**config.mk**
```make
export PLATFORM = sky130hd
export DESIGN_NAME = tt_wb_ctrl
export DESIGN_NICKNAME = d
export VERILOG_FILES = /design/src/rtl/tt_wb_ctrl_pkg.sv /design/src/rtl/tt_sel_seq.sv /design/src/rtl/tt_wb_ctrl.sv
export SDC_FILE = /design/constraint.sdc
export NUM_CORES = 1
export LEC_CHECK = 0
export BUFFER_PORTS_ARGS = -buffer_cell sky130_fd_sc_hd__buf_2
export CORE_AREA = 2 2 80 82
export CTS_BUF_LIST = sky130_fd_sc_hd__clkbuf_16
export CTS_CLUSTER_DIAMETER = 120
export DETAILED_ROUTE_END_ITERATION = 12
export DIE_AREA = 0 0 82 84
export PLACE_DENSITY = 0.68
export SYNTH_ARGS = -nofsm -noshare
export SYNTH_HDL_FRONTEND = slang
export SYNTH_SLANG_ARGS = --single-unit
```
**constraint.sdc**
```tcl
create_clock -name wb_clk_i -period 2.58 [get_ports wb_clk_i]
set_input_delay 0.258 -clock wb_clk_i [delete_from_list [all_inputs] [get_ports wb_clk_i]]
set_output_delay 0.258 -clock wb_clk_i [all_outputs]
set_load 0.03 [all_outputs]
```
**src/rtl/tt_wb_ctrl_pkg.sv**
```systemverilog
// Shared constants for the Wishbone mux-chain controller: register map,
// CTRL/STATUS bit positions and the selection sequencer state encoding.
package tt_wb_ctrl_pkg;

    localparam logic [1:0] REG_ID     = 2'd0;
    localparam logic [1:0] REG_CTRL   = 2'd1;
    localparam logic [1:0] REG_SEL    = 2'd2;
    localparam logic [1:0] REG_STATUS = 2'd3;

    localparam int CTRL_ENA    = 0;
    localparam int CTRL_IRQ_EN = 1;
    localparam int CTRL_BUSY   = 8;

    localparam int STAT_DONE = 0;
    localparam int STAT_ERR  = 1;

    typedef enum logic [2:0] {
        S_IDLE,
        S_RST,
        S_GAP,
        S_INC_HI,
        S_INC_LO,
        S_FIN
    } seq_state_t;

endpackage

```
**src/rtl/tt_sel_seq.sv**
```systemverilog
// Selection sequencer: pulses the mux counter reset low, then emits exactly
// `target` increment pulses, each PULSE_CYCLES high and PULSE_CYCLES low.
module tt_sel_seq
    import tt_wb_ctrl_pkg::*;
#(
    parameter int N_ADDR       = 10,
    parameter int PULSE_CYCLES = 4
) (
    input  logic              clk,
    input  logic              srst,
    input  logic              start,
    input  logic [N_ADDR-1:0] target,
    output logic              busy,
    output logic              busy_next,
    output logic              done,
    output logic              sel_rst_n,
    output logic              sel_inc
);

    localparam int PW = (PULSE_CYCLES > 1) ? $clog2(PULSE_CYCLES) : 1;
    localparam logic [PW-1:0] PULSE_LAST = PW'(PULSE_CYCLES - 1);

    seq_state_t        state_reg, state_next;
    logic [PW-1:0]     pcnt_reg, pcnt_next;
    logic [N_ADDR-1:0] cnt_reg, cnt_next;
    logic              pulse_end;

    assign pulse_end = (pcnt_reg == PULSE_LAST);

    always_ff @(posedge clk) begin
        if (srst) begin
            state_reg <= S_IDLE;
            pcnt_reg  <= '0;
            cnt_reg   <= '0;
        end else begin
            state_reg <= state_next;
            pcnt_reg  <= pcnt_next;
            cnt_reg   <= cnt_next;
        end
    end

    always_comb begin
        state_next = state_reg;
        pcnt_next  = pcnt_reg;
        cnt_next   = cnt_reg;
        case (state_reg)
            S_IDLE: begin
                if (start) begin
                    state_next = S_RST;
                    pcnt_next  = '0;
                    cnt_next   = '0;
                end
            end
            S_RST: begin
                if (pulse_end) begin
                    state_next = S_GAP;
                    pcnt_next  = '0;
                end else begin
                    pcnt_next = pcnt_reg + 1'b1;
                end
            end
            S_GAP: begin
                state_next = (target != '0) ? S_INC_HI : S_FIN;
            end
            S_INC_HI: begin
                if (pulse_end) begin
                    state_next = S_INC_LO;
                    pcnt_next  = '0;
                end else begin
                    pcnt_next = pcnt_reg + 1'b1;
                end
            end
            S_INC_LO: begin
                if (pulse_end) begin
                    pcnt_next = '0;
                    cnt_next  = cnt_reg + 1'b1;
                    // Extra bit keeps the compare exact for target = 2^N_ADDR-1.
                    state_next = (({1'b0, cnt_reg} + 1'b1) == {1'b0, target}) ? S_FIN : S_INC_HI;
                end else begin
                    pcnt_next = pcnt_reg + 1'b1;
                end
            end
            S_FIN: begin
                state_next = S_IDLE;
            end
            default: begin
                state_next = S_IDLE;
            end
        endcase
    end

    always_comb begin
        busy      = (state_reg != S_IDLE);
        busy_next = (state_next != S_IDLE);
        done      = (state_reg == S_FIN);
        sel_rst_n = (state_reg != S_RST);
        sel_inc   = (state_reg == S_INC_HI);
    end

endmodule

```
**src/rtl/tt_wb_ctrl.sv**
```systemverilog
// Wishbone classic slave exposing ID/CTRL/SEL/STATUS registers and driving the
// project mux-chain control lines through the selection sequencer.
module tt_wb_ctrl
    import tt_wb_ctrl_pkg::*;
#(
    parameter logic [31:0] BASE_ADDR    = 32'h3000_0000,
    parameter logic [31:0] ID_VALUE     = 32'h5454_0001,
    parameter int          N_ADDR       = 10,
    parameter int          PULSE_CYCLES = 4
) (
    input  logic        wb_clk_i,
    input  logic        wb_rst_i,
    input  logic        wbs_stb_i,
    input  logic        wbs_cyc_i,
    input  logic        wbs_we_i,
    input  logic [3:0]  wbs_sel_i,
    input  logic [31:0] wbs_dat_i,
    input  logic [31:0] wbs_adr_i,
    output logic        wbs_ack_o,
    output logic [31:0] wbs_dat_o,
    output logic        ctrl_sel_rst_n,
    output logic        ctrl_sel_inc,
    output logic        ctrl_ena,
    output logic        irq_o
);

    logic              ack_reg;
    logic [31:0]       dat_reg;
    logic              ena_reg, irq_en_reg, done_reg, err_reg, ctrl_ena_reg;
    logic [N_ADDR-1:0] sel_reg;
    logic              hit, wr_en, wr_ctrl, wr_sel, wr_status;
    logic              seq_start, busy_write, ena_next;
    logic              seq_busy, seq_busy_next, seq_done;
    logic [1:0]        reg_idx;
    logic [31:0]       rdata;
    logic              unused_bits;

    assign unused_bits = ^{wbs_sel_i[3:2], wbs_adr_i[1:0], wbs_dat_i[31:N_ADDR]};

    // The !ack term forces a one-cycle gap between back-to-back accesses.
    assign hit        = wbs_cyc_i & wbs_stb_i & (wbs_adr_i[31:4] == BASE_ADDR[31:4]) & !ack_reg;
    assign wr_en      = hit & wbs_we_i & (wbs_sel_i[1:0] == 2'b11);
    assign reg_idx    = wbs_adr_i[3:2];
    assign wr_ctrl    = wr_en & (reg_idx == REG_CTRL);
    assign wr_sel     = wr_en & (reg_idx == REG_SEL);
    assign wr_status  = wr_en & (reg_idx == REG_STATUS);
    assign seq_start  = wr_sel & !seq_busy;
    assign busy_write = wr_sel & seq_busy;
    assign ena_next   = wr_ctrl ? wbs_dat_i[CTRL_ENA] : ena_reg;

    always_comb begin
        rdata = '0;
        case (reg_idx)
            REG_ID: rdata = ID_VALUE;
            REG_CTRL: begin
                rdata[CTRL_ENA]    = ena_reg;
                rdata[CTRL_IRQ_EN] = irq_en_reg;
                rdata[CTRL_BUSY]   = seq_busy;
            end
            REG_SEL: rdata[N_ADDR-1:0] = sel_reg;
            REG_STATUS: begin
                rdata[STAT_DONE] = done_reg;
                rdata[STAT_ERR]  = err_reg;
            end
            default: rdata = '0;
        endcase
    end

    always_ff @(posedge wb_clk_i) begin
        if (wb_rst_i) begin
            ack_reg      <= 1'b0;
            dat_reg      <= '0;
            ena_reg      <= 1'b0;
            irq_en_reg   <= 1'b0;
            sel_reg      <= '0;
            done_reg     <= 1'b0;
            err_reg      <= 1'b0;
            ctrl_ena_reg <= 1'b0;
        end else begin
            ack_reg <= hit;
            dat_reg <= hit ? rdata : '0;
            if (wr_ctrl) begin
                ena_reg    <= wbs_dat_i[CTRL_ENA];
                irq_en_reg <= wbs_dat_i[CTRL_IRQ_EN];
            end
            if (seq_start) begin
                sel_reg <= wbs_dat_i[N_ADDR-1:0];
            end
            // Set events take priority over write-1-to-clear.
            done_reg <= seq_done | (done_reg & !(wr_status & wbs_dat_i[STAT_DONE]));
            err_reg  <= busy_write | (err_reg & !(wr_status & wbs_dat_i[STAT_ERR]));
            // Looking at next-cycle busy lets ena fall together with BUSY.
            ctrl_ena_reg <= ena_next & !seq_busy_next;
        end
    end

    tt_sel_seq #(
        .N_ADDR       (N_ADDR),
        .PULSE_CYCLES (PULSE_CYCLES)
    ) u_seq (
        .clk       (wb_clk_i),
        .srst      (wb_rst_i),
        .start     (seq_start),
        .target    (sel_reg),
        .busy      (seq_busy),
        .busy_next (seq_busy_next),
        .done      (seq_done),
        .sel_rst_n (ctrl_sel_rst_n),
        .sel_inc   (ctrl_sel_inc)
    );

    assign wbs_ack_o = ack_reg;
    assign wbs_dat_o = dat_reg;
    assign ctrl_ena  = ctrl_ena_reg;
    assign irq_o     = done_reg & irq_en_reg;

endmodule

```
* Yosys cells after proc, flatten, opt, wreduce, memory -nomap -nowiden
Index checks and enable logic that the tools add are counted.
** Storage, ports and cells
- Register bits after elaboration :: 63
- Output and inout port bits :: 37
** Cells by class
- $add $sub $neg :: 3
- Eq/ne operators :: 15
- Multiplexer cells :: 17
- Bitwise gates (word level) :: 20
- Reduce and logical (&&, ||, !) cells :: 17
** Operators by type and width (count)
- $eq A28 B26 Y1 const B :: 1
- $mux W21 :: 1
- $mux W10 :: 2
- $pmux W10 S2 :: 1
- $mux W3 :: 6
- $and A1 B1 Y1 :: 16
- $pmux W3 S5 :: 1
- $add A10 B1 Y11 const B :: 1
- $eq A11 B10 Y1 :: 1
- $add A10 B1 Y10 const B :: 1
- $reduce_bool A10 Y1 :: 1
- $eq A2 B2 Y1 const B :: 4
- $pmux W2 S4 :: 1
- $eq A3 B2 Y1 const B :: 2
- $eq A3 B3 Y1 const B :: 2
- $reduce_bool A3 Y1 :: 2
- $reduce_or A3 Y1 :: 2
- $logic_not A1 Y1 :: 5
- $mux W2 :: 2
- $pmux W2 S2 :: 1
- $reduce_bool A2 Y1 :: 2
- $eq A3 B1 Y1 const B :: 1
- $logic_not A3 Y1 :: 1
- $ne A3 B1 Y1 const B :: 1
- 12 further kinds :: 14

* Logic depth before layout (Yosys ltp)
- Depth after elaboration :: 12
- Gate-level depth with buffers :: 7
- Gate-level depth less buffers :: 7

* Cells and area by module
Synthesis repeated with hierarchy kept, for this count alone.
** Second synthesis, totals
- Cells, all modules :: 302
- Area total of the unflattened synthesis :: 2622.5 µm²
** By module, submodules not included
- tt_wb_ctrl :: instances 1, cells each 149, area each 1446.4 µm², seq. area each 540.5 µm²
- tt_sel_seq :: instances 1, cells each 153, area each 1176.1 µm², seq. area each 300.3 µm²

* Least setup slack after synthesis
Ideal clock, no wire load.
- Kind :: flip-flop to flip-flop
- Start point :: register u_seq.cnt_reg[0]
- End point :: register ctrl_ena_reg (netlist: ctrl_ena)
- Library setup time :: 0.060 ns
- Data arrival time :: 1.839 ns
- Data required time :: 2.520 ns
- Setup slack :: 0.681 ns
- Stages on the path, launching flop included :: 8
- Clock period less this slack :: 1.899 ns
- Cells stage by stage :: dfxtp_1 -> ha_1 -> nand4_1 -> nor2_1 -> mux2_2 -> and3_1 -> a31oi_1 -> o2111a_1
** Between the ends
- Word-level cells in the longest chain between the ends :: 8
** RTL lines
- start: declaration :: RTL line tt_sel_seq.sv:25 : logic [N_ADDR-1:0] cnt_reg, cnt_next;
- start signal: assignment :: RTL line tt_sel_seq.sv:38 : cnt_reg <= cnt_next;
- $add A10 B1 Y11 :: RTL line tt_sel_seq.sv:78 : state_next = (({1'b0, cnt_reg} + 1'b1) == {1'b0, target}) ? S_FIN : S_INC_HI;
- $eq A11 B10 Y1 :: RTL line tt_sel_seq.sv:78
- $mux W3 :: RTL line tt_sel_seq.sv:78
- $mux W3 :: RTL line tt_sel_seq.sv:74 : if (pulse_end) begin
- $pmux W3 S5 :: RTL line tt_sel_seq.sv:46 : case (state_reg)
- $reduce_bool A3 Y1 :: RTL line tt_sel_seq.sv:94 : busy_next = (state_next != S_IDLE);
- $logic_not A1 Y1 :: RTL line tt_wb_ctrl.sv:93 : ctrl_ena_reg <= ena_next & !seq_busy_next;
- $and A1 B1 Y1 :: RTL line tt_wb_ctrl.sv:93
- end signal: assignment :: RTL line tt_wb_ctrl.sv:93
- end: declaration :: RTL line tt_wb_ctrl.sv:29 : logic ena_reg, irq_en_reg, done_reg, err_reg, ctrl_ena_reg;
Every way passes these cells.
A chain may end at the register's enable or synchronous reset.

* Worst setup path after layout
Ends and elaborated chain as after synthesis.

==> flow_summary.toml <==
[run_status]
outcome = "complete, no violations"

[timing]
setup_viol = 0
fin_crit_sh_pct = 84.8
max_freq_mhz = 457
fin_crit_ns = 2.19
skew_ns = 0.00406
finalHoldViolations = 0
final.setup.tns_ns = 0
whs_ns = 0.220
rsz0062_at_grt = "false"
slew-limit-headroom_pct = 62.1
worstMarginPinSlew_ns = 0.568
final_max_slew_viol_count = 0

[critical_path]
rrSetupSlack_ns = 0.39
start_kind = "register"
crit_type = "reg -> reg"
crit-reg2reg-launch = "u_seq.cnt_reg[0]$_SDFFE_PP0P_"
cp_data_required_time_ns = 2.80
worstPathMaxFanout = 6
crit_end = "ctrl_ena$_SDFF_PP0_"
crit_path_start = "u_seq.cnt_reg[0]$_SDFFE_PP0P_"
rr_worst_depth = 7
cp.arrival_ns = 2.41
endpoint_kind = "register"
r2r_end = "ctrl_ena$_SDFF_PP0_"

[routing]
drc = 0
drt-wirelength-per-cell_um = 13.2
maxUsedRoutingLayer = "met4"
wl_met3_um = 295
drt-total-wl_mm = 5.40
drt-met1-wl_mm = 2.39
via_per_inst = 5.17
wl_met2_mm = 2.67
drtIter0Drc = 67
vias = 2116
first_pass_iters = 6
drtAntennaViolNets = 0

[power]
powerDensity_nw_per_um2 = 520
power_frac_seq_pct = 44.8
ir_worst_vdd_mv = 0.313
p_leak_uw = 0.00123
net-switching-power_uw = 315
clkPwrFrac_pct = 48.8
p_int_uw = 1130
combPwrFrac_pct = 6.4
p_sw_share_pct = 21.7

[global_route]
grt_pass1_vias = 1902
grt_pass1_wl_mm = 8.73
gr-total-overflow = 0
antenna_found_initial = 0
grt_max_degree = 31
grt_util_all_layers_pct = 16.0

[logic_synthesis]
synth.cell_area_um2 = 2320
ys_seq_elements = 42
ys_seq_area_share_pct = 36.3
yosysWarnings = 0
synth_edf_count = 0
ys.flop_type = "dfxtp_1"
async_reset_ff_share_pct = 0
ys_types = 53
syn_area_per_cell_um2 = 8.55
netlist_instances = 271

[placed_design]
portBuffers = 67
hpwlAfterDp_mm = 4.02
place_congestion = 0.826

[min_path]
hp-class = "in -> reg"
min_path_cells = 3

[floorplanning]
io-pin-count = 110
die_area_um2 = 6890
initial_core_util_pct = 38.0
core_area_um2 = 6100
die_x_um = 82
std_cell_rows = 29
die_h_um = 84

[layout]
nets = 410
largest_reg_flops = 11
drive_gt1_share_pct = 27.4
areaGrowthSynthToFinish_pct = 20.2
diodes = 0

[clock_network]
post_cts_buffers = 0
clkSinkCount = 42
root_buffer = "clkbuf_16"
cts_max_path_buffers = 2
postCtsHoldBufs = 0
post_cts.resized_instances = 0
htreeDepth = 2
cts_made_buffers = 5
cts_tree = "built"
insertion_delay_ns = 0.28
clk_pin_slew_worst_paths_ns = 0.06

[job]
drv_cap = 0
stage by stage:
stage / instances / power [uW] / worst slack [ns] / instance area [um^2] / util, %
2_1_floorplan: 286 / 732 / 0.681 / 2370 / -
3_3_place_gp: 401 / 755 / 0.447 / 2620 / 43.0
3_5_place_dp: 401 / 756 / 0.408 / 2620 / 43.0
4_1_cts: 409 / 1460 / 0.386 / 2790 / 45.7
5_1_grt: 409 / 1500 / 0.213 / 2790 / 45.7
6_report: 409 / 1450 / 0.392 / 2790 / 45.7
critical path, stage by stage (launching register included):
cell	delay, ns
dfxtp_1	0.43
ha_1	0.29
nand4_1	0.18
nor2_1	0.26
mux2_2	0.36
and3_1	0.18
a31oi_1	0.23
o2111a_1	0.20
Yosys cell counts, types with 2 or more instances:
library cell,n,area [um^2]
and2_1,5,31.3
buf_4,22,165
nand2_1,15,56.3
ha_1,6,75.1
buf_2,3,15.0
a31oi_1,5,31.3
xor2_1,4,35.0
o21ai_0,10,50.1
and3_1,12,75.1
a21oi_1,18,90.1
dfxtp_1,42,841
nor4_2,6,75.1
nand3_1,11,55.1
nor2b_1,2,12.5
clkbuf_1,6,22.5
nand4_1,3,18.8
mux2i_1,11,110
nor4_1,4,25.0
or3_1,2,12.5
nand2b_1,3,18.8
nand4_2,2,25.0
inv_1,7,26.3
nor3_1,9,45.0
nor2_1,29,109
xnor2_1,6,52.6
logic make-up after synthesis:
kind of cell             synth area share [%]
AND/OR/NAND/NOR                          28.1
AO/OA/AOI/OAI                            13.1
flip-flops                               36.3
buffers and inverters                    10.1
multiplexers                             5.24
XOR/XNOR                                 3.78
adder cells (fa/ha/maj)                  3.24
other                                   0.162
per-layer routing:
metal,up-vias,global-route usage [%]
met2,66,25.4
met5,-,0
li1,1056,-
met1,989,20.6
met3,5,4.11
met4,0,5.76
power groups by stage:
stage / logic [uW] / registers [uW] / clock network (uW)
2_1_floorplan: 69.6 / 663 / 0
3_3_place_gp: 92.5 / 663 / 0
3_5_place_dp: 93.4 / 663 / 0
4_1_cts: 93.6 / 648 / 715
5_1_grt: 103 / 648 / 745
6_report: 93.3 / 648 / 706
area by class of cell:
cell class                 instances  area, um^2
tap                               77        96.3
timing repair buffer              70         358
clock buffer                       5         125
sequential                        42         841
clock inverter                     3        41.3
multi-input combinational        205        1300
inverter                           7        26.3
fill                             612        3310
placed cells by master (no fill, tap or decap), types with 2 or more instances in the layout:
master	count
buf_2	67
dfxtp_1	42
nor2_1	29
a21oi_1	18
conb_1	16
nand2_1	15
and3_1	12
nand3_1	11
mux2i_1	11
o21ai_0	10
nor3_1	9
inv_1	8
nor4_2	6
xnor2_1	6
ha_1	6
and2_1	5
a31oi_1	5
clkbuf_16	5
nor4_1	4
xor2_1	4
nand4_1	3
nand2b_1	3
buf_4	3
nor2b_1	2
nand4_2	2
or3_1	2
how the worst min path moves through the flow:
| stage | startpoint | slack [ns] | end |
|---|---|---|---|
| 3_5_place_dp | irq_en_reg$_SDFFE_PP0P_ | 0.47 | irq_en_reg$_SDFFE_PP0P_ |
| 6_report | wbs_dat_i[6] | 0.22 | sel_reg[6]$_SDFFE_PP0P_ |
| 2_1_floorplan | wb_rst_i | 0.34 | ena_reg$_SDFF_PP0_ |
| 5_1_grt | wbs_dat_i[8] | 0.23 | sel_reg[8]$_SDFFE_PP0P_ |
| 4_1_cts | wbs_dat_i[6] | 0.22 | sel_reg[6]$_SDFFE_PP0P_ |
| 3_3_place_gp | irq_en_reg$_SDFFE_PP0P_ | 0.46 | irq_en_reg$_SDFFE_PP0P_ |
Power figures use the tool's default switching activity.
